## src/rtl/xmpl_dsp_pkg.sv

```systemverilog
// Shared definitions for the filter-result reader.
// Holds the FSM state encoding, the default word width and FIFO depth,
// the index of the error bit inside the filter status word, and a
// saturating 16-bit increment used by the drop counter.
package xmpl_dsp_pkg;

  localparam int DW_DEF    = 32;
  localparam int DEPTH_DEF = 8;
  localparam int ERR_BIT   = 0;

  typedef enum logic [1:0] {
    ST_IDLE  = 2'd0,
    ST_RUN   = 2'd1,
    ST_DRAIN = 2'd2
  } state_t;

  // Increment that sticks at all-ones instead of wrapping.
  function automatic logic [15:0] sat_inc16(input logic [15:0] v);
    if (v == 16'hFFFF) begin
      sat_inc16 = v;
    end else begin
      sat_inc16 = v + 16'd1;
    end
  endfunction

endpackage

```

## src/rtl/xmpl_flt_rdr_fifo.sv

```systemverilog
// Result FIFO for the filter-result reader, first-word fall-through.
// Ports:
//   clk, rst        clock, asynchronous active-high reset
//   clr             synchronous flush (overrides push/pop)
//   push, wdata     write request and word; ignored when full unless a pop
//                   happens in the same cycle
//   pop             read request; only takes effect while vld is high
//   rdata, vld      registered head word and "FIFO not empty"
//   fill            registered occupancy, 0..DEPTH
// The head word is held in a register (reset to 0) rather than read
// straight out of the array, so rdata is defined after reset even though
// the storage itself is never reset.
module xmpl_flt_rdr_fifo
  import xmpl_dsp_pkg::*;
#(
  parameter int DW    = DW_DEF,
  parameter int DEPTH = DEPTH_DEF
) (
  input  logic                   clk,
  input  logic                   rst,
  input  logic                   clr,
  input  logic                   push,
  input  logic                   pop,
  input  logic [DW-1:0]          wdata,
  output logic [DW-1:0]          rdata,
  output logic                   vld,
  output logic [$clog2(DEPTH):0] fill
);

  localparam int AW = $clog2(DEPTH);
  localparam int FW = AW + 1;

  logic [DW-1:0] mem [DEPTH];
  logic [AW-1:0] wr_ptr;
  logic [AW-1:0] rd_ptr;
  logic [AW-1:0] wr_ptr_nxt;
  logic [AW-1:0] rd_ptr_nxt;
  logic [FW-1:0] fill_nxt;
  logic [DW-1:0] rdata_nxt;
  logic          pop_ok;
  logic          push_ok;

  // A full FIFO can still take a word when the head leaves in the same cycle.
  assign pop_ok  = pop & vld & ~clr;
  assign push_ok = push & ~clr & ((fill != FW'(DEPTH)) | pop_ok);

  // Next pointers, occupancy and head word.
  always_comb begin
    wr_ptr_nxt = wr_ptr;
    rd_ptr_nxt = rd_ptr;
    fill_nxt   = fill;
    rdata_nxt  = rdata;
    if (clr) begin
      wr_ptr_nxt = '0;
      rd_ptr_nxt = '0;
      fill_nxt   = '0;
      rdata_nxt  = '0;
    end else begin
      if (push_ok) begin
        wr_ptr_nxt = wr_ptr + AW'(1'b1);
      end else begin
        wr_ptr_nxt = wr_ptr;
      end
      if (pop_ok) begin
        rd_ptr_nxt = rd_ptr + AW'(1'b1);
      end else begin
        rd_ptr_nxt = rd_ptr;
      end
      case ({push_ok, pop_ok})
        2'b10:   fill_nxt = fill + FW'(1'b1);
        2'b01:   fill_nxt = fill - FW'(1'b1);
        default: fill_nxt = fill;
      endcase
      // The next head is the incoming word when it lands in the slot the
      // read pointer is about to point at (empty FIFO, or last word popped
      // while a new one arrives); otherwise it is already in the array.
      if (fill_nxt == '0) begin
        rdata_nxt = rdata;
      end else if (push_ok && (wr_ptr == rd_ptr_nxt)) begin
        rdata_nxt = wdata;
      end else begin
        rdata_nxt = mem[rd_ptr_nxt];
      end
    end
  end

  // Storage array, written without reset.
  always_ff @(posedge clk) begin
    if (push_ok) begin
      mem[wr_ptr] <= wdata;
    end
  end

  // Pointer, occupancy and head-word registers.
  always_ff @(posedge clk or posedge rst) begin
    if (rst) begin
      wr_ptr <= '0;
      rd_ptr <= '0;
      fill   <= '0;
      vld    <= 1'b0;
      rdata  <= '0;
    end else begin
      wr_ptr <= wr_ptr_nxt;
      rd_ptr <= rd_ptr_nxt;
      fill   <= fill_nxt;
      vld    <= (fill_nxt != '0);
      rdata  <= rdata_nxt;
    end
  end

endmodule

```

## src/rtl/xmpl_flt_rdr.sv

```systemverilog
// Filter-result reader: captures filter results into a FIFO while running
// and hands them out through a valid/ready read port.
// Ports:
//   clk_i, reset_i          clock, asynchronous active-high reset
//   enable_i                capture enable (drives IDLE/RUN/DRAIN FSM)
//   clear_i                 synchronous flush of FIFO, counters, sticky flags
//   flt_vld_i, flt_data_i,
//   flt_status_i            one filter result per valid cycle; status bit
//                           ERR_BIT flags an error
//   rd_vld_o, rd_ready_i,
//   rd_data_o               read handshake, head word (fall-through)
//   fill_o                  FIFO occupancy
//   ovf_o, ovf_cnt_o        sticky overflow flag, saturating drop count
//   err_o                   sticky error seen on an accepted result
//   state_o                 FSM state (IDLE=0, RUN=1, DRAIN=2)
module xmpl_flt_rdr
  import xmpl_dsp_pkg::*;
#(
  parameter int DW    = DW_DEF,
  parameter int DEPTH = DEPTH_DEF
) (
  input  logic                   clk_i,
  input  logic                   reset_i,
  input  logic                   enable_i,
  input  logic                   clear_i,
  input  logic                   flt_vld_i,
  input  logic [DW-1:0]          flt_data_i,
  input  logic [DW-1:0]          flt_status_i,
  output logic                   rd_vld_o,
  input  logic                   rd_ready_i,
  output logic [DW-1:0]          rd_data_o,
  output logic [$clog2(DEPTH):0] fill_o,
  output logic                   ovf_o,
  output logic [15:0]            ovf_cnt_o,
  output logic                   err_o,
  output logic [1:0]             state_o
);

  localparam int FW = $clog2(DEPTH) + 1;

  state_t state;
  state_t state_nxt;
  logic   in_run;
  logic   full;
  logic   pop;
  logic   push;
  logic   drop;
  logic   status_unused;

  // Only the error bit of the status word is of interest here.
  assign status_unused = ^flt_status_i;

  assign in_run = (state == ST_RUN);
  assign full   = (fill_o == FW'(DEPTH));
  assign pop    = rd_vld_o & rd_ready_i & ~clear_i;
  assign push   = in_run & flt_vld_i & (~full | pop) & ~clear_i;
  // Results arriving outside RUN are discarded silently; only a full FIFO
  // in RUN counts as an overflow.
  assign drop   = in_run & flt_vld_i & full & ~pop & ~clear_i;

  xmpl_flt_rdr_fifo #(
    .DW    (DW),
    .DEPTH (DEPTH)
  ) u_fifo (
    .clk   (clk_i),
    .rst   (reset_i),
    .clr   (clear_i),
    .push  (push),
    .pop   (rd_ready_i),
    .wdata (flt_data_i),
    .rdata (rd_data_o),
    .vld   (rd_vld_o),
    .fill  (fill_o)
  );

  // Next-state logic for the capture FSM.
  always_comb begin
    state_nxt = state;
    case (state)
      ST_IDLE: begin
        if (enable_i) begin
          state_nxt = ST_RUN;
        end else begin
          state_nxt = ST_IDLE;
        end
      end
      ST_RUN: begin
        if (enable_i) begin
          state_nxt = ST_RUN;
        end else if (fill_o != '0) begin
          state_nxt = ST_DRAIN;
        end else begin
          state_nxt = ST_IDLE;
        end
      end
      ST_DRAIN: begin
        // A flush empties the FIFO, so there is nothing left to drain.
        if (clear_i) begin
          state_nxt = ST_IDLE;
        end else if (enable_i) begin
          state_nxt = ST_RUN;
        end else if (fill_o == '0) begin
          state_nxt = ST_IDLE;
        end else begin
          state_nxt = ST_DRAIN;
        end
      end
      default: state_nxt = ST_IDLE;
    endcase
  end

  // FSM state register.
  always_ff @(posedge clk_i or posedge reset_i) begin
    if (reset_i) begin
      state <= ST_IDLE;
    end else begin
      state <= state_nxt;
    end
  end

  assign state_o = state;

  // Sticky overflow/error flags and saturating drop counter.
  always_ff @(posedge clk_i or posedge reset_i) begin
    if (reset_i) begin
      ovf_o     <= 1'b0;
      ovf_cnt_o <= 16'd0;
      err_o     <= 1'b0;
    end else if (clear_i) begin
      ovf_o     <= 1'b0;
      ovf_cnt_o <= 16'd0;
      err_o     <= 1'b0;
    end else begin
      if (drop) begin
        ovf_o     <= 1'b1;
        ovf_cnt_o <= sat_inc16(ovf_cnt_o);
      end
      if (push && flt_status_i[ERR_BIT]) begin
        err_o <= 1'b1;
      end
    end
  end

endmodule

```

## config.mk

```make
export PLATFORM = sky130hd
export DESIGN_NAME = xmpl_flt_rdr
export DESIGN_NICKNAME = d
export VERILOG_FILES = /design/src/rtl/xmpl_dsp_pkg.sv /design/src/rtl/xmpl_flt_rdr_fifo.sv /design/src/rtl/xmpl_flt_rdr.sv
export SDC_FILE = /design/constraint.sdc
export NUM_CORES = 1
export LEC_CHECK = 0
export ABC_CLOCK_PERIOD_IN_PS = 5700
export CAP_MARGIN = 15
export CORE_UTILIZATION = 35
export DETAILED_ROUTE_END_ITERATION = 16
export PLACE_DENSITY = 0.6
export SYNTH_ARGS = -nofsm -noshare
export SYNTH_HDL_FRONTEND = slang
export SYNTH_SLANG_ARGS = --single-unit
```

## constraint.sdc

```tcl
create_clock -name clk_i -period 5.7 [get_ports clk_i]
set_input_delay 0.855 -clock clk_i [delete_from_list [all_inputs] [get_ports clk_i]]
set_output_delay 0.855 -clock clk_i [all_outputs]
set_load 0.02 [all_outputs]
```

==> results of run 1 <==
## routing by layer
metal  routed length [um]  up-vias  global-route usage, %
li1                     -     3112                      -
met1                13400     3581                   22.1
met2                13600      171                   25.1
met3                 1340       37                   2.52
met4                  477        0                   4.29
met5                    0        -                      0
## cell usage after synthesis, drive strengths merged (5+ instances only)
master,instances,area (sq um)
mux4,64,1440
nand4,9,56.3
buf,18,126
ha,6,75.1
xnor2,11,96.3
and3,34,213
nor2,33,124
clkbuf,29,109
mux2i,6,60.1
o21ai,6,30.0
edfxtp,256,7690
mux2,33,372
nor4,5,31.3
nand3,5,25.0
a21oi,10,50.1
inv,8,30.0
nand2,12,45.0
a221o,32,320
dfrtp,63,1580
nor3b,32,240
nor3,9,45.0
xor2,13,114
## worst paths after layout
check	start	depth (start not counted)	endpoint
setup / recovery	rd_ready_i	14	u_fifo.rdata[4]
hold / removal	ovf_o	2	ovf_o
setup reg to reg	u_fifo.fill[1]	13	u_fifo.rdata[4]
hold reg to reg	ovf_o	2	ovf_o
max in group asynchronous	reset_i	3	u_fifo.rdata[2]
min in group asynchronous	reset_i	3	u_fifo.rdata[18]
## kinds of logic after synthesis
family,count (synthesis)
compound gates,55
mux,103
xor+xnor,24
flops,319
buf+inv,55
simple gates,158
fa+ha+maj,6
## flip-flops by register name, indices dropped and copies added (netlist names)
register and cells:
u_fifo.mem 256, u_fifo.rdata 32, ovf_cnt_o 16, u_fifo.fill 4
u_fifo.rd_ptr 3, u_fifo.wr_ptr 3, state_o 2, err_o 1
ovf_o 1, u_fifo.vld 1
## final cells by class
type	instances	area share, %
clock buffers	49	6.33
clock inverters	16	1.07
inverters	8	0.198
multi-input cells	346	23.0
flip-flops and latches	319	58.6
well taps	468	3.70
repair buffers	117	7.11
## through the flow
step           cell area (sq um)  util (%)
2_1_floorplan              13100         -
3_3_place_gp               14600      39.9
3_5_place_dp               14600      39.9
4_1_cts                    15800      43.1
5_1_grt                    15800      43.1
6_report                   15800      43.1
## worst reg2reg max path, delay by kind of cell, from the launching register on
kind / cells / cell delay (ns)
xor gates and xnor gates: 2 / 0.30
adders and majority gates: 2 / 0.52
AOI/OAI and AO/OA: 2 / 0.62
DFF: 1 / 0.48
muxes: 1 / 0.23
and+or+nand+nor: 6 / 1.70
## report_power, final
group | internal (uW) | switching (uW) | leakage (uW) | total [uW]
sequential | 2570 | 33.8 | 0.00317 | 2600
clock | 1330 | 915 | 0.000573 | 2250
combinational | 187 | 240 | 0.00172 | 427
total | 4090 | 1190 | 0.00546 | 5280
## cells in the final DEF, fill, tap and decap left out, drive strengths merged, types with 10 or more instances in the layout
master | synthesis | routed
a21oi | 10 | 10
a221o | 32 | 32
and3 | 34 | 34
buf | 18 | 23
clkbuf | 29 | 49
clkdlybuf4s50 | 0 | 94
clkinv | 0 | 14
dfrtp | 63 | 63
edfxtp | 256 | 256
mux2 | 33 | 33
mux4 | 64 | 64
nand2 | 12 | 12
nor2 | 33 | 33
nor3b | 32 | 32
xnor2 | 11 | 11
xor2 | 13 | 13
==> metrics.md, run 1 <==
| Metric | Value |
|---|---|
| GRT Util Overall | `15.6%` |
| Number of synthesized register bits | `319` |
| Vias in the first global route | `7284` |
| Synth warnings | `0` |
| Die X | `195 um` |
| Grt total ovfl | `0` |
| Fillcell total | `3214` |
| Fraction of layout cells with a size suffix above 1 | `21.9%` |
| Routability cong. | `0.743` |
| Post-Syn Instances | `720` |
| Nature of the critical path endpoint | `flop` |
| WP buf/inv | `1` |
| Placed insts | `1258` |
| Total die area | `38100 sq um` |
| Post-CTS sizing | `0` |
| CP required | `6.09 ns` |
| Worst Max-Slew Pin Slew | `1.02 ns` |
| Largest family of logic cells by synthesized area | `multiplexers` |
| Final setup fails | `0` |
| Hold WC Path Type | `reg -> reg` |
| Peak Freq | `242 MHz` |
| CP max FO | `32` |
| Setup tns final | `0 ns` |
| Final worst-path cycle share | `72.6%` |
| Commonest register cell after synthesis | `edfxtp_1` |
| Seq. cell area | `9260 sq um` |
| Post-Synth Simple-Gate Area | `7.07%` |
| Compound-cell area share of the yosys netlist | `3.55%` |
| Clk Latency, worst-skew pair | `0.53 ns` |
| Core region area | `36700 sq um` |
| CP cell instances | `clkdlybuf4s50_1 > nand3b_4 > nand3_1 > and2_2 > nand2b_1 > ha_1 > xor2_1 > ha_1 > a21oi_1 > mux2i_1 > xor2_1 > nand4_1 > and2_2 > a221o_1` |
| H-tree levels | `2` |
| Ys async rst share | `19.7%` |
| Nets | `904` |
| Max cap viols | `0` |
| Post-CTS Setup Bufs | `0` |
| Initial antenna violation count | `0` |
| Starting Density | `35.6%` |
| Mean Syn Cell Area | `18.2 sq um` |
| DRT Wirelength | `28.8 mm` |
| Number of diodes | `0` |
| Delay of the slowest critical-path stage | `0.54 ns` |
| Root Buffer | `clkbuf_16` |
| Largest net degree at the start of global routing | `66` |
| Status | `complete, no violations` |
| Synth Area in Adders | `0.574%` |
| Iteration-0 DRC count of the detailed router | `414` |
| Clk pin slew, worst setup/hold paths | `0.05 ns` |
| Setup crit start kind | `input port` |
| Lkg Pwr | `0.00546 uW` |
| Hold Fails Final Rpt | `0` |
| XOR/XNOR Fraction of Synth Area | `1.61%` |
| Pwr dens | `334 nW/um^2` |
| Vias/cell | `5.22` |
| Cell area after synthesis | `13100 sq um` |
| Routed vias | `6901` |
| CTS tree | `yes` |
| Flop-to-flop setup slack | `1.74 ns` |
| CTS Hold Buffers Added | `0` |
| Number of synthesized flops with an enable pin | `256` |
| Layout area overhead | `20.9%` |
| Crit-path slowest cell | `clkdlybuf4s50_1` |
| Worst Path Arrival | `4.53 ns` |
| Drt wl/cell | `21.8 um` |
| Pre-CTS WS | `1.04 ns` |
| Max-slew violation count | `0` |
| Worst Skew | `0.0214 ns` |
| Synthesized Nets | `796` |
| CP Class | `in -> reg` |
| CTS buffer count | `36` |
| Total Power | `5280 uW` |
| Final Critical Period | `4.14 ns` |
| CTS max path bufs | `3` |
| Port buffer count | `95` |
| Fin cells | `1323` |
| Top delay family on crit path | `simple AND/OR/NAND/NOR gates` |
| Mux share of post-synthesis cell area | `14.3%` |
| Final HPWL DP | `15.8 mm` |
| Final WS setup | `1.56 ns` |
| Sequential fraction of the synthesis area | `70.8%` |
| Max_slew headroom | `32.2%` |
| Multi-input logic area | `3640 sq um` |
| Residual DRC | `0` |
| I/O Pins | `127` |
| Die height | `195 um` |
| # clock sinks | `319` |
| Synth cell types | `42` |
| Max IR drop VDD | `0.236 mV` |
| Drt pass-1 iters | `5` |
| Routed Antenna Nets | `0` |
| Rows | `70` |
| Hold WS | `0.502 ns` |
| RSZ-0062 raised after global routing | `false` |
| Global-route wire length before repair | `45.0 mm` |
No activity file was read; power rests on OpenSTA's default activity.
==> run 2: changes to the inputs <==
--- a/config.mk
+++ b/config.mk
@@ -5,11 +5,11 @@
 export SDC_FILE = /design/constraint.sdc
 export NUM_CORES = 1
 export LEC_CHECK = 0
-export ABC_CLOCK_PERIOD_IN_PS = 5700
+export ABC_CLOCK_PERIOD_IN_PS = 3700
 export CAP_MARGIN = 15
 export CORE_UTILIZATION = 35
 export DETAILED_ROUTE_END_ITERATION = 16
-export PLACE_DENSITY = 0.6
+export PLACE_DENSITY = 0.62
 export SYNTH_ARGS = -nofsm -noshare
 export SYNTH_HDL_FRONTEND = slang
 export SYNTH_SLANG_ARGS = --single-unit
==> constraint.sdc (replaced) <==
create_clock -name clk_i -period 3.7 [get_ports clk_i]
set_input_delay 0.555 -clock clk_i [delete_from_list [all_inputs] [get_ports clk_i]]
set_output_delay 0.555 -clock clk_i [all_outputs]
set_load 0.02 [all_outputs]
==> run 2 against run 1 <==
Net effect:
- non-clock buffer count increased by 17
- register-to-register slack got worse by 1.2 ns
- largest cell class unchanged
- flip-flop and latch count unchanged
- first-iteration DRC count decreased by 7.0%
- count of clock-buffer cells in the layout decreased by 1
- power increased by 56%
- highest routed layer is now met5
==> metrics.md, run 2 (synthesis results as in run 1) <==
| Metric | Value |
|---|---|
| Status | `complete, no violations` |
| Layout area overhead | `23.0%` |
| Biggest register | `u_fifo.mem` |
| CP Class | `in -> reg` |
| Reg2reg start | `u_fifo.fill[2]` |
| CTS tree | `yes` |
| Core region area | `36700 sq um` |
| CP required | `4.15 ns` |
| Switch share | `22.4%` |
| Placed insts | `1275` |
| Routability cong. | `0.742` |
| Post-CTS Setup Bufs | `0` |
| Final setup fails | `0` |
| I/O Pins | `127` |
| P_sw | `1840 uW` |
| Vias/cell | `5.25` |
| Fraction of layout cells with a size suffix above 1 | `23.3%` |
| Nature of the critical path endpoint | `flop` |
| Clk Latency, worst-skew pair | `0.53 ns` |
| Final Critical Period | `3.16 ns` |
| Nets | `920` |
| P_int | `6370 uW` |
| CTS buffer count | `35` |
| Iteration-0 DRC count of the detailed router | `385` |
| Max-slew violation count | `0` |
| Final HPWL DP | `16.7 mm` |
| CP max FO | `24` |
| Pwr dens | `511 nW/um^2` |
| Max_slew headroom | `41.7%` |
| Die height | `195 um` |
| Rows | `70` |
| Setup tns final | `0 ns` |
| Hold Fails Final Rpt | `0` |
| Max IR drop VDD | `0.274 mV` |
| CTS Hold Buffers Added | `0` |
| Crit path launch | `rd_ready_i` |
| Initial antenna violation count | `1` |
| Post-route cell area | `16100 sq um` |
| Fin cells | `1339` |
| Vias in the first global route | `7381` |
| Total die area | `38100 sq um` |
| Global-route wire length before repair | `44.7 mm` |
| Grt total ovfl | `0` |
| Fillcell total | `3126` |
| Largest net degree at the start of global routing | `68` |
| Top Registers | `u_fifo.mem: 256 flops, u_fifo.rdata: 32 flops, ovf_cnt_o: 16 flops` |
| Lkg Pwr | `0.00558 uW` |
| Drt wl/cell | `21.7 um` |
| Worst Path Arrival | `3.62 ns` |
| Root Buffer | `clkbuf_16` |
| Logic pwr share | `8.6%` |
| Clk pin slew, worst setup/hold paths | `0.06 ns` |
| Routed vias | `7027` |
| Final worst-path cycle share | `85.5%` |
| Commonest cells after routing, fill and taps aside | `edfxtp_1 (256), clkdlybuf4s50_1 (94), mux4_2 (64)` |
| Pre-CTS WS | `0.0346 ns` |
| Seq. cell area | `9260 sq um` |
| Most common cell after layout, fill and taps aside | `edfxtp_1` |
| Setup crit start kind | `input port` |
| CTS max path bufs | `3` |
| GRT Util Overall | `15.5%` |
| Peak Freq | `316 MHz` |
| Number of diodes | `0` |
| Multi-input logic area | `3650 sq um` |
| Drt pass-1 iters | `4` |
| Worst Max-Slew Pin Slew | `0.866 ns` |
| Post-DP Area | `14900 sq um` |
| Routed Antenna Nets | `0` |
| Flop-to-flop setup slack | `0.57 ns` |
| Final WS setup | `0.536 ns` |
| Reg power frac | `48.8%` |
| Die X | `195 um` |
| H-tree levels | `2` |
| Clock share of power | `42.6%` |
| RSZ-0062 raised after global routing | `false` |
| Worst Skew | `0.0213 ns` |
| DRT Wirelength | `29.0 mm` |
| Starting Density | `35.6%` |
| Max cap viols | `0` |
| Hold WC Path Type | `in -> async` |
| Port buffer count | `95` |
| Residual DRC | `0` |
| Final core occ | `43.8%` |
| # clock sinks | `319` |
| Post-CTS sizing | `0` |
| Largest register FFs | `256` |
[run 2: final timing paths]
path                       depth (start not counted)                to
max in group asynchronous                          3   u_fifo.rdata[1]
setup / recovery                                  16  u_fifo.rdata[10]
setup reg to reg                                  15  u_fifo.rdata[10]
hold reg to reg                                    2             err_o
min in group clk_i                                 2             err_o
hold / removal                                     2  u_fifo.rdata[17]
[run 2: per-layer routing]
layer / up-vias / track usage, % / part of all wire [%]
met1: 3693 / 21.5 / 46
met4: 2 / 3.88 / 1.3
met5: - / 0 / 0.045
met3: 31 / 3.01 / 4.7
li1: 3144 / - / -
met2: 157 / 25.2 / 48
[run 2: cell type report]
type,count,area share [%]
well taps,468,3.64
flip-flops and latches,319,57.6
multi-input cells,346,22.7
inverters,8,0.187
repair buffers,134,8.64
clock buffers,48,6.13
clock inverters,16,1.07
[run 2: stage by stage]
step / hold slack [ns] / power [uW]
final: 0.352 / 8220
after global routing: 0.369 / 8480
after CTS: 0.351 / 8300
after detailed placement: 0.487 / 4800
after global placement: 0.482 / 4780
after floorplan: 0.555 / 4430
[run 2: power groups by stage]
stage	clock network, uW	registers (uW)	logic, uW
after floorplan	0	4130	300
after global placement	0	4080	702
after detailed placement	0	4080	714
after CTS	3570	4010	716
after global routing	3700	4020	755
final	3500	4010	706
[run 2: worst max-delay path, cell delays in order]
cell	delay [ns]
clkdlybuf4s50_1	0.55
nand3b_4	0.09
nand3_1	0.08
and2_1	0.15
nand2b_1	0.08
ha_1	0.23
xor2_1	0.15
ha_1	0.17
a21oi_1	0.16
mux2i_1	0.23
xor2_1	0.20
nand4_1	0.16
buf_4	0.21
buf_12	0.16
nor3b_1	0.27
a221o_1	0.16
==> run 3: changes to the inputs <==
--- a/config.mk
+++ b/config.mk
@@ -5,11 +5,10 @@
 export SDC_FILE = /design/constraint.sdc
 export NUM_CORES = 1
 export LEC_CHECK = 0
-export ABC_CLOCK_PERIOD_IN_PS = 3700
+export ABC_CLOCK_PERIOD_IN_PS = 3060
 export CAP_MARGIN = 15
 export CORE_UTILIZATION = 35
 export DETAILED_ROUTE_END_ITERATION = 16
-export PLACE_DENSITY = 0.62
 export SYNTH_ARGS = -nofsm -noshare
 export SYNTH_HDL_FRONTEND = slang
 export SYNTH_SLANG_ARGS = --single-unit
==> constraint.sdc (replaced) <==
create_clock -name clk_i -period 3.06 [get_ports clk_i]
set_input_delay 0.459 -clock clk_i [delete_from_list [all_inputs] [get_ports clk_i]]
set_output_delay 0.459 -clock clk_i [all_outputs]
set_load 0.02 [all_outputs]
==> run 3 against run 2 <==
Net effect:
- register-to-register slack lost 0.52 ns
- combinational power grew 25%
- clock skew shrank 0.0040 ns
- flip-flop and latch count is the same
- die area is the same
- clock power grew 19%
- routed wire length grew 3.5%
- non-clock buffer count grew 19
- setup slack lost 0.48 ns
- global-route usage grew 0.57 points
- final area grew 1.9%
- largest cell class unchanged
- highest routed layer is now met4
==> metrics.md, run 3 (synthesis results as in run 1) <==
| Metric | Value |
|---|---|
| Status | `complete, no violations` |
| Worst Skew | `0.0173 ns` |
| Pwr dens | `605 nW/um^2` |
| Number of diodes | `0` |
| Max-slew violation count | `0` |
| Setup crit start kind | `flop` |
| Switch share | `22.4%` |
| P_int | `7690 uW` |
| Clock share of power | `42.2%` |
| Global-route wire length before repair | `46.5 mm` |
| Placed insts | `1293` |
| Total die area | `38100 sq um` |
| Routability cong. | `0.733` |
| Biggest register | `u_fifo.mem` |
| Initial antenna violation count | `0` |
| Fraction of layout cells with a size suffix above 1 | `26.5%` |
| Worst Path Arrival | `3.39 ns` |
| Logic pwr share | `8.9%` |
| Die height | `195 um` |
| Residual DRC | `0` |
| Max cap viols | `0` |
| Die X | `195 um` |
| Fin cells | `1359` |
| Vias in the first global route | `7495` |
| Hold Fails Final Rpt | `0` |
| Core region area | `36700 sq um` |
| Clk pin slew, worst setup/hold paths | `0.06 ns` |
| GRT Util Overall | `16.1%` |
| DRT Wirelength | `30.0 mm` |
| Drt wl/cell | `22.1 um` |
| Setup tns final | `0 ns` |
| Lkg Pwr | `0.00571 uW` |
| Pre-CTS WS | `-0.482 ns` |
| H-tree levels | `2` |
| Clk Latency, worst-skew pair | `0.52 ns` |
| Worst Max-Slew Pin Slew | `0.540 ns` |
| CTS buffer count | `36` |
| I/O Pins | `127` |
| Commonest cells after routing, fill and taps aside | `edfxtp_1 (256), clkdlybuf4s50_1 (94), mux4_2 (64)` |
| Rows | `70` |
| Drt pass-1 iters | `5` |
| Peak Freq | `332 MHz` |
| CP required | `3.45 ns` |
| Routed Antenna Nets | `0` |
| # clock sinks | `319` |
| Most common cell after layout, fill and taps aside | `edfxtp_1` |
| CP max FO | `17` |
| Routed vias | `7222` |
| Final WS setup | `0.0521 ns` |
| Reg power frac | `49.0%` |
| Port buffer count | `95` |
| Root Buffer | `clkbuf_16` |
| Max IR drop VDD | `0.311 mV` |
| Final HPWL DP | `17.4 mm` |
| Starting Density | `35.6%` |
| CTS max path bufs | `3` |
| Total Power | `9910 uW` |
| P_sw | `2220 uW` |
| Nets | `940` |
| Layout area overhead | `25.2%` |
| CTS tree | `yes` |
| Final worst-path cycle share | `98.3%` |
| Hold WC Path Type | `in -> async` |
| CP Class | `reg -> reg` |
| Vias/cell | `5.31` |
| Nature of the critical path endpoint | `flop` |
| Top Registers | `u_fifo.mem: 256 flops, u_fifo.rdata: 32 flops, ovf_cnt_o: 16 flops` |
| RSZ-0062 raised after global routing | `true` |
| Largest register FFs | `256` |
| Final setup fails | `0` |
| Grt total ovfl | `0` |
| Max_slew headroom | `63.9%` |
| Largest net degree at the start of global routing | `39` |
| Final Critical Period | `3.01 ns` |
| Iteration-0 DRC count of the detailed router | `591` |
run 3: cell types whose count changed in the layout (fill, tap and decap cells not counted), sizes merged:
cell,delta
buf,+19
bufinv,-1
clkbuf,+3
clkinvlp,+1
inv,-2
run 3: power groups by stage:
stage	Clock (uW)	Sequential, uW	Combinational (uW)
after global placement	0	4940	873
after floorplan	0	4990	384
after CTS	4290	4850	887
after global routing	4440	4860	947
after detailed placement	0	4940	888
final	4180	4850	879
run 3: final cells by class:
type	count	area, sq um
Clock buffer	51	1020
Sequential cell	319	9270
Timing Repair Buffer	153	1620
Tap cell	468	586
Clock inverter	14	136
Fill cell	3167	20300
Inverter	8	31.3
Multi-Input combinational cell	346	3720
run 3: what timing repair did:
item | 4_1_cts | 5_1_grt
gates resized for setup | 1 | 4
setup endpoints to repair | 2 | 32
gates cloned | 0 | 0
setup buffers | 0 | 1
hold buffers | 0 | 0
pin swaps | 0 | 2
run 3: worst paths after layout:
kind	startpoint	endpoint	slack (ns)	cells past startpoint
setup / recovery	state_o[1]	u_fifo.rdata[14]	0.05	13
hold / removal	reset_i	u_fifo.wr_ptr[0]	0.31	2
setup reg to reg	state_o[1]	u_fifo.rdata[14]	0.05	13
hold reg to reg	err_o	err_o	0.51	2
max in group asynchronous	reset_i	u_fifo.rdata[12]	2.02	3
min in group clk_i	err_o	err_o	0.51	2
run 3: critical path: stages (launching register included):
cell	delay, ns
dfrtp_1	0.40
and3b_2	0.26
and2_4	0.16
nand2b_4	0.07
ha_4	0.16
xor2_1	0.14
ha_2	0.17
a21oi_2	0.11
mux2i_1	0.23
xor2_1	0.20
nand4_1	0.24
and2_4	0.24
buf_12	0.16
a221o_1	0.33
run 3: metal layers:
metal  wire length [um]  GRT usage, %  vias to the layer above  share of wire, %
li1                   -             -                     3181                 -
met1              13500          22.2                     3791                45
met2              14400          25.8                      204                48
met3               1640          3.49                       46               5.4
met4                555          4.49                        0               1.8
met5                  0             0                        -                 0
run 3: per-stage QoR:
stage                     area (sq um)  hold slack, ns  util, %
after detailed placement         15200           0.495     41.4
after CTS                        16400           0.340     44.6
final                            16400           0.307     44.6
after global placement           15200           0.480     41.4
after global routing             16400           0.362     44.6
after floorplan                  13200           0.532        -
